===== config.mk =====
export PLATFORM = sky130hd
export DESIGN_NAME = sb_tx_scheduler
export DESIGN_NICKNAME = d
export VERILOG_FILES = /design/src/rtl/sb_tx_scheduler.sv
export SDC_FILE = /design/constraint.sdc
export NUM_CORES = 1
export LEC_CHECK = 0
export ABC_AREA = 0
export BUFFER_PORTS_ARGS = -buffer_cell sky130_fd_sc_hd__buf_2
export CAP_MARGIN = 15
export CORE_AREA = 2 2 130 132
export DETAILED_ROUTE_END_ITERATION = 6
export DIE_AREA = 0 0 132 134
export PLACE_DENSITY = 0.7
export SLEW_MARGIN = 20
export SYNTH_ARGS = -nofsm -noshare
export SYNTH_HDL_FRONTEND = slang
export SYNTH_SLANG_ARGS = --single-unit

===== constraint.sdc =====
create_clock -name clk_800MHz -period 3.15 [get_ports clk_800MHz]
set_input_delay 0.1575 -clock clk_800MHz [delete_from_list [all_inputs] [get_ports clk_800MHz]]
set_output_delay 0.1575 -clock clk_800MHz [all_outputs]
set_load 0.05 [all_outputs]

===== src/rtl/sb_tx_scheduler.sv =====
// Arbitrates N_REQ 64-bit sideband messages onto one serializer port, paced by buffer credits.
// Latency: req_valid_i to tx_valid_o 1 cycle; tx_ack_i to req_ack_o/credit decrement 1 cycle.
// Backpressure: holds requesters until ack; no grant at zero credits, while disabled or on ack cycle.
module sb_tx_scheduler #(
   parameter int N_REQ       = 4,
   parameter int BUF_DEPTH   = 4,
   parameter int SLOT_CYCLES = 96,
   parameter int ACK_TIMEOUT = 16,
   parameter int PRIO0       = 1
) (
   input  logic                             clk_800MHz,
   input  logic                             reset,
   input  logic                             sb_enable_i,
   input  logic [N_REQ-1:0]                 req_valid_i,
   input  logic [N_REQ*64-1:0]              req_data_i,
   output logic [N_REQ-1:0]                 req_ack_o,
   output logic [63:0]                      tx_data_o,
   output logic                             tx_valid_o,
   input  logic                             tx_ack_i,
   output logic                             tx_enable_o,
   output logic [$clog2(BUF_DEPTH+1)-1:0]   credits_o,
   output logic                             busy_o,
   output logic                             err_o
);

   localparam int IDX_W  = (N_REQ > 1) ? $clog2(N_REQ) : 1;
   localparam int CRED_W = $clog2(BUF_DEPTH + 1);
   localparam int TMR_W  = (SLOT_CYCLES > 1) ? $clog2(SLOT_CYCLES) : 1;
   localparam int WAIT_W = $clog2(ACK_TIMEOUT + 1);

   localparam logic [CRED_W-1:0] CRED_MAX  = CRED_W'(BUF_DEPTH);
   localparam logic [TMR_W-1:0]  TMR_LAST  = TMR_W'(SLOT_CYCLES - 1);
   localparam logic [WAIT_W-1:0] WAIT_LAST = WAIT_W'(ACK_TIMEOUT - 1);
   localparam logic [IDX_W-1:0]  IDX_LAST  = IDX_W'(N_REQ - 1);

   typedef enum logic {
      S_IDLE     = 1'b0,
      S_WAIT_ACK = 1'b1
   } state_t;

   state_t              state_q,   state_d;
   logic [IDX_W-1:0]    last_q,    last_d;
   logic [IDX_W-1:0]    win_q,     win_d;
   logic [WAIT_W-1:0]   wait_q,    wait_d;
   logic [TMR_W-1:0]    timer_q,   timer_d;
   logic [CRED_W-1:0]   credits_q, credits_d;
   logic [63:0]         tx_data_q, tx_data_d;
   logic                tx_valid_q, tx_valid_d;
   logic [N_REQ-1:0]    req_ack_q, req_ack_d;
   logic                tx_en_q,   tx_en_d;
   logic                busy_q,    busy_d;
   logic                err_q,     err_d;

   logic [IDX_W-1:0]    grant_idx;
   logic [63:0]         grant_dat;
   logic                credit_repl;
   logic                credit_used;

   // Round-robin pick: rotate the request vector so the slot after last_q lands at bit 0,
   // take the lowest set bit, then rotate the offset back into requester numbering.
   function automatic logic [IDX_W-1:0] rr_pick(input logic [N_REQ-1:0] vld,
                                                input logic [IDX_W-1:0] last);
      logic [2*N_REQ-1:0] rot;
      int unsigned        base;
      int unsigned        off;
      int unsigned        sum;
      base = int'(last) + 1;
      rot  = {vld, vld} >> base;
      off  = 0;
      for (int i = N_REQ - 1; i >= 0; i--) begin
         if (rot[i]) begin
            off = unsigned'(i);
         end
      end
      sum = base + off;
      if (sum >= unsigned'(N_REQ)) begin
         sum = sum - unsigned'(N_REQ);
      end
      return IDX_W'(sum);
   endfunction

   // Winner selection: requester 0 preempts the rotation when strict priority is enabled.
   always_comb begin
      grant_idx = rr_pick(req_valid_i, last_q);
      if ((PRIO0 != 0) && req_valid_i[0]) begin
         grant_idx = '0;
      end
   end

   // Mux the winner's message out of the flat request data bus.
   always_comb begin
      grant_dat = '0;
      for (int k = 0; k < N_REQ; k++) begin
         if (grant_idx == IDX_W'(k)) begin
            grant_dat = req_data_i[k*64 +: 64];
         end
      end
   end

   // Handshake FSM, slot timer and credit bookkeeping.
   always_comb begin
      state_d     = state_q;
      last_d      = last_q;
      win_d       = win_q;
      wait_d      = wait_q;
      timer_d     = timer_q;
      credits_d   = credits_q;
      tx_data_d   = tx_data_q;
      tx_valid_d  = tx_valid_q;
      req_ack_d   = '0;
      tx_en_d     = sb_enable_i;
      err_d       = err_q;
      credit_repl = 1'b0;
      credit_used = 1'b0;

      // A slot drains every SLOT_CYCLES while any buffer entry is occupied.
      if (credits_q != CRED_MAX) begin
         if (timer_q == TMR_LAST) begin
            timer_d     = '0;
            credit_repl = 1'b1;
         end else begin
            timer_d = timer_q + 1'b1;
         end
      end else begin
         timer_d = '0;
      end

      case (state_q)
         S_IDLE: begin
            // Skip the ack cycle: the acked requester still shows req_valid_i there.
            if (sb_enable_i && (|req_valid_i) && (credits_q != '0) && (req_ack_q == '0)) begin
               win_d      = grant_idx;
               tx_data_d  = grant_dat;
               tx_valid_d = 1'b1;
               wait_d     = '0;
               state_d    = S_WAIT_ACK;
            end
         end
         S_WAIT_ACK: begin
            if (tx_ack_i) begin
               tx_valid_d       = 1'b0;
               req_ack_d[win_q] = 1'b1;
               credit_used      = 1'b1;
               last_d           = win_q;
               state_d          = S_IDLE;
            end else if (wait_q == WAIT_LAST) begin
               // Abandon the attempt; the requester still holds its request and is retried.
               tx_valid_d = 1'b0;
               err_d      = 1'b1;
               state_d    = S_IDLE;
            end else begin
               wait_d = wait_q + 1'b1;
            end
         end
         default: begin
            tx_valid_d = 1'b0;
            state_d    = S_IDLE;
         end
      endcase

      if (credit_repl && !credit_used) begin
         credits_d = credits_q + 1'b1;
      end else if (credit_used && !credit_repl) begin
         credits_d = credits_q - 1'b1;
      end

      busy_d = (state_d == S_WAIT_ACK) || (credits_d != CRED_MAX);
   end

   // State registers with synchronous reset.
   always_ff @(posedge clk_800MHz) begin
      if (reset) begin
         state_q    <= S_IDLE;
         last_q     <= IDX_LAST;
         win_q      <= '0;
         wait_q     <= '0;
         timer_q    <= '0;
         credits_q  <= CRED_MAX;
         tx_data_q  <= '0;
         tx_valid_q <= 1'b0;
         req_ack_q  <= '0;
         tx_en_q    <= 1'b0;
         busy_q     <= 1'b0;
         err_q      <= 1'b0;
      end else begin
         state_q    <= state_d;
         last_q     <= last_d;
         win_q      <= win_d;
         wait_q     <= wait_d;
         timer_q    <= timer_d;
         credits_q  <= credits_d;
         tx_data_q  <= tx_data_d;
         tx_valid_q <= tx_valid_d;
         req_ack_q  <= req_ack_d;
         tx_en_q    <= tx_en_d;
         busy_q     <= busy_d;
         err_q      <= err_d;
      end
   end

   assign req_ack_o   = req_ack_q;
   assign tx_data_o   = tx_data_q;
   assign tx_valid_o  = tx_valid_q;
   assign tx_enable_o = tx_en_q;
   assign credits_o   = credits_q;
   assign busy_o      = busy_q;
   assign err_o       = err_q;

   // Credits never exceed the buffer depth.
   a_credit_range: assert property (@(posedge clk_800MHz) disable iff (reset)
      credits_q <= CRED_MAX);

   // At most one requester is acknowledged per cycle.
   a_ack_onehot: assert property (@(posedge clk_800MHz) disable iff (reset)
      $onehot0(req_ack_q));

   // The offered message is stable for the whole handshake.
   a_data_hold: assert property (@(posedge clk_800MHz) disable iff (reset)
      ((state_q == S_WAIT_ACK) && (state_d == S_WAIT_ACK)) |-> (tx_data_d == tx_data_q));

endmodule


# Yosys cells after proc, flatten, opt, wreduce, memory -nomap -nowiden
# Cells that the tools add are included.
# totals
register_bits	92
latchBits	0
mem_bits_rw	0
romBits	0
inputBits	264
output_inout_bits	75
word_cells	87
memories	0
# op_classes
add_sub_neg	7
mul	0
div_mod_pow	0
order_cmp	3
eq_ne	11
shifts	1
mux	30
n_bitwise	3
n_reduce_logical	20
# op_table
op	count
two-way mux 64 bit	4
two-way mux 32 bit	2
adder 3 x 32 -> 32 bit	1
greater-or-equal comparator 32 x 3 -> 1 bit (second input constant)	1
two-way mux 5 bit	3
two-way mux 1 bit	11
one-hot mux 5 bit (2 select lines)	1
two-way mux 2 bit	4
right shift 8 x 3 -> 4 bit	1
adder 7 x 1 -> 7 bit (second input constant)	1
equality test 7 bit (second input constant)	1
logical AND 1 bit	6
two-way mux 3 bit	2
inequality test 2 bit (second input constant)	3
inequality test 3 bit (second input constant)	2
AND reduction 2 bit	3
AND reduction 3 bit	2
OR reduction 3 bit	2
adder 5 x 1 -> 5 bit (second input constant)	1
equality test 5 x 4 -> 1 bit (second input constant)	1
equality test 2 bit (second input constant)	2
zero test 4 bit	1
one-hot mux 1 bit (2 select lines)	2
OR reduction 4 bit	1
14 further kinds	17

# Logic depth before layout (Yosys ltp)
# Gate-level depths: netlist of the first run.
# depth
ltp_word	15
ltp_mapped	12

# Worst setup path before layout of the first run
# Ideal clock, no wire load.
# synth_timing
kind	register -> register
from	register last_q[0]
to	register tx_data_q[33] (netlist: tx_data_o[33])
setup_time_ns	0.126
t_arrival_ns	2.686
path_slack_ns	0.339
stages_incl_launch_ff	12
period_less_slack_ns	2.811
path_cell_list	dfxtp_1 -> buf_6 -> nor3_1 -> a311o_1 -> a221oi_1 -> ha_1 -> xnor2_1 -> nor2_1 -> mux2_4 -> buf_6 -> a222oi_1 -> o21ai_1
# synth_via
elab_chain_len	15
elab_cells_between_ends	19
classes_between	3 x add/sub; 1 x order compare; 3 x eq/ne; 1 x shift; 10 x mux; 1 x reduce/logical
# synth_lines
element	line_no	source
start, declared	42	logic [IDX_W-1:0] last_q, last_d;
start signal, assigned	187	last_q <= last_d;
adder 2 x 1 -> 3 bit *	67	base = int'(last) + 1;
right shift 8 x 3 -> 4 bit	68	rot = {vld, vld} >> base;
two-way mux 2 bit (2 in series)	71	if (rot[i]) begin
two-way mux 32 bit (2 in series)	71	
adder 3 x 32 -> 32 bit *	75	sum = base + off;
greater-or-equal comparator 32 x 3 -> 1 bit / subtractor 2 x 1 -> 2 bit (equally long branches)	76, 77	
two-way mux 2 bit *	76	if (sum >= unsigned'(N_REQ)) begin
two-way mux 2 bit *	85	if ((PRIO0 != 0) && req_valid_i[0]) begin
zero test 2 bit	94	if (grant_idx == IDX_W'(k)) begin
two-way mux 64 bit (3 in series)	94	
two-way mux 64 bit *	94	
end signal, assigned	192	tx_data_q <= tx_data_d;
end, declared	47	logic [63:0] tx_data_q, tx_data_d;
# Mark *: on every way between the ends. The rest lies on a longest branch, timed or not.
# A chain may end at the register's enable or synchronous reset.

# Worst setup path after layout of the first run
# layout_timing
from	register last_q[0]
to	register tx_data_q[56] (netlist: tx_data_o[56])
# Same word-level chain as after synthesis.

==> results.txt, run 1 <==
Vias per cell - 5.695
Clock Pin Slew Worst Setup and Hold Paths - 0.08 ns
Crit Path Category - reg -> reg
PwrDens - 528.5 mW/mm2
Routed WL - 24,640 um
Post-Synth Simple-Gate Area - 0.2587
Critical Path End Type - flop
Initial Util - 0.3795
Leak Pwr - 3.607 nW
Hold Path Class - in -> reg
Worst Path Max Fanout - 42
# DRC - 0
Die Height - 134 um
Syn avg cell area - 7.875 um2
Largest net degree at the start of global routing - 87
Main combinational cell family by area after synthesis - compound AO/OA/AOI/OAI gates
Hpwl dp - 17,650 um
Port Buffers - 338
Slew HR - 0.4655
H-tree lvl count - 3
Async SR Flop Fraction - 0
Vias in the first global route - 6,997
Worst-Skew Late Latency - 0.35 ns
CTS tree - yes
Final Hold Vio Count - 0
Metal2 WL - 11,900 um
Ratio of cells with drive above 1 in the final layout - 0.3775
Yosys warns - 0
Final hold slack - 0.05078 ns
Commonest non-fill, non-tap cell in the layout - buf_2
DR vias - 7,512
Xor-xnor portion of the synthesized cell area - 0.01963
Post-synthesis compound-gate area fraction - 0.2939
Total track usage - 0.2684
Mapped Area - 0.006182 mm2
Max Cap Viol - 0
DR WL/cell - 18.68 um
Post-Syn Instances - 785
Drt first pass iters - 5
First-pass GRT wire length - 37,940 um
Die width - 132 um
CTS Buffer Depth - 2
Gpl congestion - 0.8816
CTS root buf - clkbuf_16
Starting DRT DRC Count - 525
Unrepaired setup endpoints after global routing - no
Layout area overhead - 37.44%
Setup violations, final - 0
Final ANT Viol Nets - 0
Post-layout util - 0.5216
Seq cells post-synth - 92
Total grt overflow - 0
M1 WL - 9718 um
Num CTS Buffers - 9
Post-layout minimum cycle time - 2.898 ns
Worst clock skew - 0.008254 ns
Sequential cell area fraction in the yosys report - 0.2979
Slew Viols, Final - 0
Most frequent cells in the layout - 338 x buf_2, 92 x dfxtp_1, 75 x nor2_1
FP Rows - 47
Die area - 0.01769 mm2
Peak VDD IR - 0.2765 mV
Sinks on the clock net - 92
Worst EP arrival - 3.13 ns
Post-synth EDFFs - 0
Num ports - 339
Final #Nets - 1,360
Adder-cell share of the synthesized area - 0.01741
Yosys cell types - 56
Final Cycle Share - 0.9199
Required time worst endpoint - 3.38 ns
Met3 WL - 2156 um
Post-CTS setup buffer count - 0
Post-synthesis mux area share - 0.04574
F_max - 345.1 MHz
Slew at the pin closest to its max-slew limit - 0.8017 ns
Initial antenna violation count - 9
Core Area - 0.01629 mm2
Ys flop type - dfxtp_1
Status - finished clean
Mapped Nets - 1,056
Setup crit start kind - flop
Cts-stage hold buffer count - 0
Uppermost layer routed - met5
[flip-flops by register name, indices dropped and copies added (netlist names)]
name,cells
timer_q,7
req_ack_o,4
last_q,2
tx_data_o,64
err_o,1
win_q,2
tx_enable_o,1
tx_valid_o,1
state_q,1
credits_o,3
wait_q,5
busy_o,1
[metrics by stage]
stage          setup WS [ns]  power [W]  setup TNS, ns  cell area (um2)  instances
3_3_place_gp          0.1002   0.003352              0             8140       1297
4_1_cts              0.01184   0.004477              0             8437       1313
3_5_place_dp        -0.01328   0.003365       -0.01328             8140       1297
2_1_floorplan         0.3385   0.002732              0             6182        785
5_1_grt              0.01118   0.004712              0             8494       1318
6_report              0.2524   0.004491              0             8497       1319
[where the power goes]
part / internal [W] / total [W] / leakage, nW / switching [W]
Sequential: 0.00130 / 0.00138 / 0.754 / 0.0000787
Combinational: 0.000672 / 0.00200 / 2.71 / 0.00133
Clock: 0.000558 / 0.00111 / 0.142 / 0.000554
Total: 0.00253 / 0.00449 / 3.61 / 0.00196
[metal layers]
layer  global-route usage  vias up
li1                     -     3578
met1               0.3282     3487
met2               0.4540      381
met3              0.06198       62
met4               0.1135        4
met5                    0        -
[critical path, cell delays in order (launching register included)]
cell	delay [ns]
dfxtp_1	0.38
nor3_1	0.08
a311o_1	0.33
a221oi_1	0.40
ha_4	0.23
xnor2_4	0.16
buf_12	0.24
nor2_1	0.11
mux2_4	0.40
a222oi_1	0.34
o21ai_0	0.12
[final timing paths]
kind | end | slack, ns | cells past startpoint | start
max | tx_data_o[56] | 0.25 | 10 | last_q[0]
min | tx_enable_o | 0.05 | 2 | sb_enable_i
max reg2reg | tx_data_o[56] | 0.25 | 10 | last_q[0]
min reg2reg | timer_q[0] | 0.44 | 1 | timer_q[0]
[final cells by class]
| type | instances | area [um2] |
|---|---|---|
| Fill cell | 1615 | 7792 |
| Multi-Input combinational cell | 601 | 3998 |
| Timing Repair Buffer | 375 | 2043 |
| Sequential cell | 92 | 1842 |
| Tap cell | 220 | 275.3 |
| Clock buffer | 9 | 225.2 |
| Clock inverter | 7 | 63.81 |
| Inverter | 10 | 37.54 |
| Antenna cell | 5 | 12.51 |
[cells in the mapped netlist (17+ instances only)]
library cell / number / area [um2]
a21oi_1: 31 / 155.2
a31oi_1: 21 / 131.4
nor3_1: 45 / 225.2
or3_1: 40 / 250.2
o31ai_1: 57 / 427.9
o32ai_1: 28 / 245.2
clkbuf_1: 57 / 214.0
o21ai_0: 37 / 185.2
a2bb2oi_1: 22 / 192.7
a222oi_1: 17 / 170.2
nand3b_1: 17 / 127.6
nand3_1: 25 / 125.1
nor2_1: 77 / 289.0
mux2i_1: 23 / 230.2
nand2b_1: 40 / 250.2
dfxtp_1: 92 / 1842
nand2_1: 34 / 127.6
[timing repair]
action | 4_1_cts | 5_1_grt
endpoints found under the setup margin | 12 | 35
cloned | 0 | 0
gates resized for setup | 2 | 4
[cell families (layout without fill, tap and decap cells)]
group           count (synthesis)  count (layout)
simple gates                  308             308
compound gates                245             245
flops                          92              92
buf+inv                        92             401
mux                            26              26
xor+xnor                       13              13
fa+ha+maj                       9               9
other cells                     0               5
Power figures use the tool's default switching activity.
==> inputs of run 2 (changes only) <==
- MAX_ROUTING_LAYER: default -> met4
- RECOVER_POWER: default -> 50
==> run 2 against run 1 <==
Effect of this change: die area unchanged; largest cell class unchanged; routed wire length increased by 0.32%; total power decreased by 0.64%; combinational power about the same; largest power group unchanged; final cell count increased by 0.23%.
==> results.txt, run 2 (synthesis gave the netlist of run 1 again) <==
Cell Area, Placed - 0.008140 mm2
Worst Path Max Fanout - 42
Hpwl dp - 17,650 um
Sequential share of power - 0.309
Logic pwr share - 0.441
Slew at the pin closest to its max-slew limit - 1.361 ns
Die area - 0.01769 mm2
Initial Util - 0.3795
Slew HR - 0.09241
Final #Nets - 1,360
CTS tree - yes
Cts-stage hold buffer count - 0
Worst EP arrival - 3.13 ns
Min-delay src - sb_enable_i
# DRC - 0
CTS root buf - clkbuf_16
Starting DRT DRC Count - 530
Critical Path End Type - flop
H-tree lvl count - 3
CP startpoint - last_q[0]
Final Hold Vio Count - 0
Worst clock skew - 0.008802 ns
Leak Pwr - 3.310 nW
Required time worst endpoint - 3.38 ns
Pint - 0.002493 W
Status - finished clean
Crit path to - tx_data_o[56]
Clock Pin Slew Worst Setup and Hold Paths - 0.08 ns
FP Rows - 47
Final worst setup slack - 0.2513 ns
Max FFs per register - 64
Crit-path cells - nor3_1 > a311o_1 > a221oi_1 > ha_4 > xnor2_4 > buf_12 > nor2_1 > mux2_4 > a222oi_1 > o21ai_0
Vias per cell - 5.688
Final TNS setup - 0 ns
Hold Path Class - in -> reg
Post-layout minimum cycle time - 2.899 ns
Peak VDD IR - 0.2799 mV
Port Buffers - 338
Routed WL - 24,720 um
Max Cap Viol - 0
Final instance area - 0.008411 mm2
Worst-Skew Late Latency - 0.35 ns
Switch Pwr - 0.001969 W
Total grt overflow - 0
Unrepaired setup endpoints after global routing - no
Die Height - 134 um
Largest net degree at the start of global routing - 87
Total track usage - 0.2756
F_max - 345.0 MHz
Multi-input logic area - 0.003998 mm2
Cell count of the worst reg-to-reg path - 10
Flop-to-flop setup slack - 0.25 ns
CTS Buffer Depth - 2
PwrDens - 530.5 mW/mm2
Ratio of cells with drive above 1 in the final layout - 0.3090
Setup violations, final - 0
Die width - 132 um
Final ANT Viol Nets - 0
Post-layout util - 0.5163
Reg2reg end - tx_data_o[56]
Drt first pass iters - 5
Register Area - 0.001842 mm2
Gpl congestion - 0.9019
Setup crit start kind - flop
DR WL/cell - 18.70 um
Sw Share - 0.4413
Fillers - 1,649
Initial antenna violation count - 8
DP Worst Slack - -0.01328 ns
Slew Viols, Final - 0
Sinks on the clock net - 92
Post-CTS setup buffer count - 0
Max incr delay on CP - 0.40 ns
Most frequent cells in the layout - 263 x buf_2, 92 x dfxtp_1, 75 x nor2_1, 75 x clkbuf_1, 57 x o31ai_1
Layout area overhead - 36.05%
First-pass GRT wire length - 37,740 um
Crit Path Category - reg -> reg
DR vias - 7,520
Commonest non-fill, non-tap cell in the layout - buf_2
Final Cycle Share - 0.9202
Core Area - 0.01629 mm2
Num ports - 339
Worst R2R Start - last_q[0]
Clock power share - 0.249
Num CTS Buffers - 9
Slowest CP cell - a221oi_1
Vias in the first global route - 7,012
==> run 2: cell count changes in the layout (fill, tap and decap cells not counted) <==
cell and change:
buf_2 -75, clkbuf_1 +75, diode_2 +3
==> run 2: power by group through the flow <==
stage	clock [W]	combinational, W	sequential [W]
after global placement	0	0.00195	0.00140
after global routing	0.00118	0.00211	0.00140
after floorplan	0	0.000906	0.00183
after CTS	0.00113	0.00197	0.00137
after detailed placement	0	0.00197	0.00140
final	0.00111	0.00197	0.00138
==> run 2: cell type report <==
cell class / instances / area share
multi-input cells: 601 / 0.4753
repair buffers: 375 / 0.2318
flip-flops and latches: 92 / 0.2190
well taps: 220 / 0.03273
clock buffers: 9 / 0.02678
clock inverters: 7 / 0.007587
inverters: 10 / 0.004463
diodes: 8 / 0.002380
==> run 2: routing by layer <==
layer / vias to the layer above / global-route usage / share of wire
li1: 3583 / - / -
met1: 3470 / 0.3322 / 0.40
met2: 405 / 0.4520 / 0.48
met3: 62 / 0.05253 / 0.087
met4: 0 / 0.1171 / 0.035
met5: - / - / 0
==> run 2: worst max-delay path, delay by kind of cell (launching register included) <==
family          cells  cell delay, ns
compound gates      4            1.19
mux                 1            0.39
flops               1            0.38
buf+inv             1            0.24
fa+ha+maj           1            0.23
simple gates        2            0.19
xor+xnor            1            0.16
==> run 2: worst min path at each step <==
stage	to	slack, ns	depth (start not counted)
floorplan	tx_enable_o	0.29	1
global placement	tx_enable_o	0.40	2
detailed placement	tx_enable_o	0.42	2
CTS	tx_enable_o	0.05	2
global route	tx_enable_o	0.06	2
finish	tx_enable_o	0.05	2
==> run 2: stage by stage <==
| step | hold slack (ns) | power (W) | instances |
|---|---|---|---|
| after floorplan | 0.2857 | 0.002732 | 785 |
| after global placement | 0.4029 | 0.003352 | 1297 |
| after detailed placement | 0.4223 | 0.003365 | 1297 |
| after CTS | 0.05001 | 0.004477 | 1313 |
| after global routing | 0.06172 | 0.004677 | 1322 |
| final | 0.05274 | 0.004462 | 1322 |
==> run 2: repair_timing <==
action                                  CTS  global route
endpoints found under the setup margin   12            33
resized for setup                         2             4
pin swaps                                 0             0
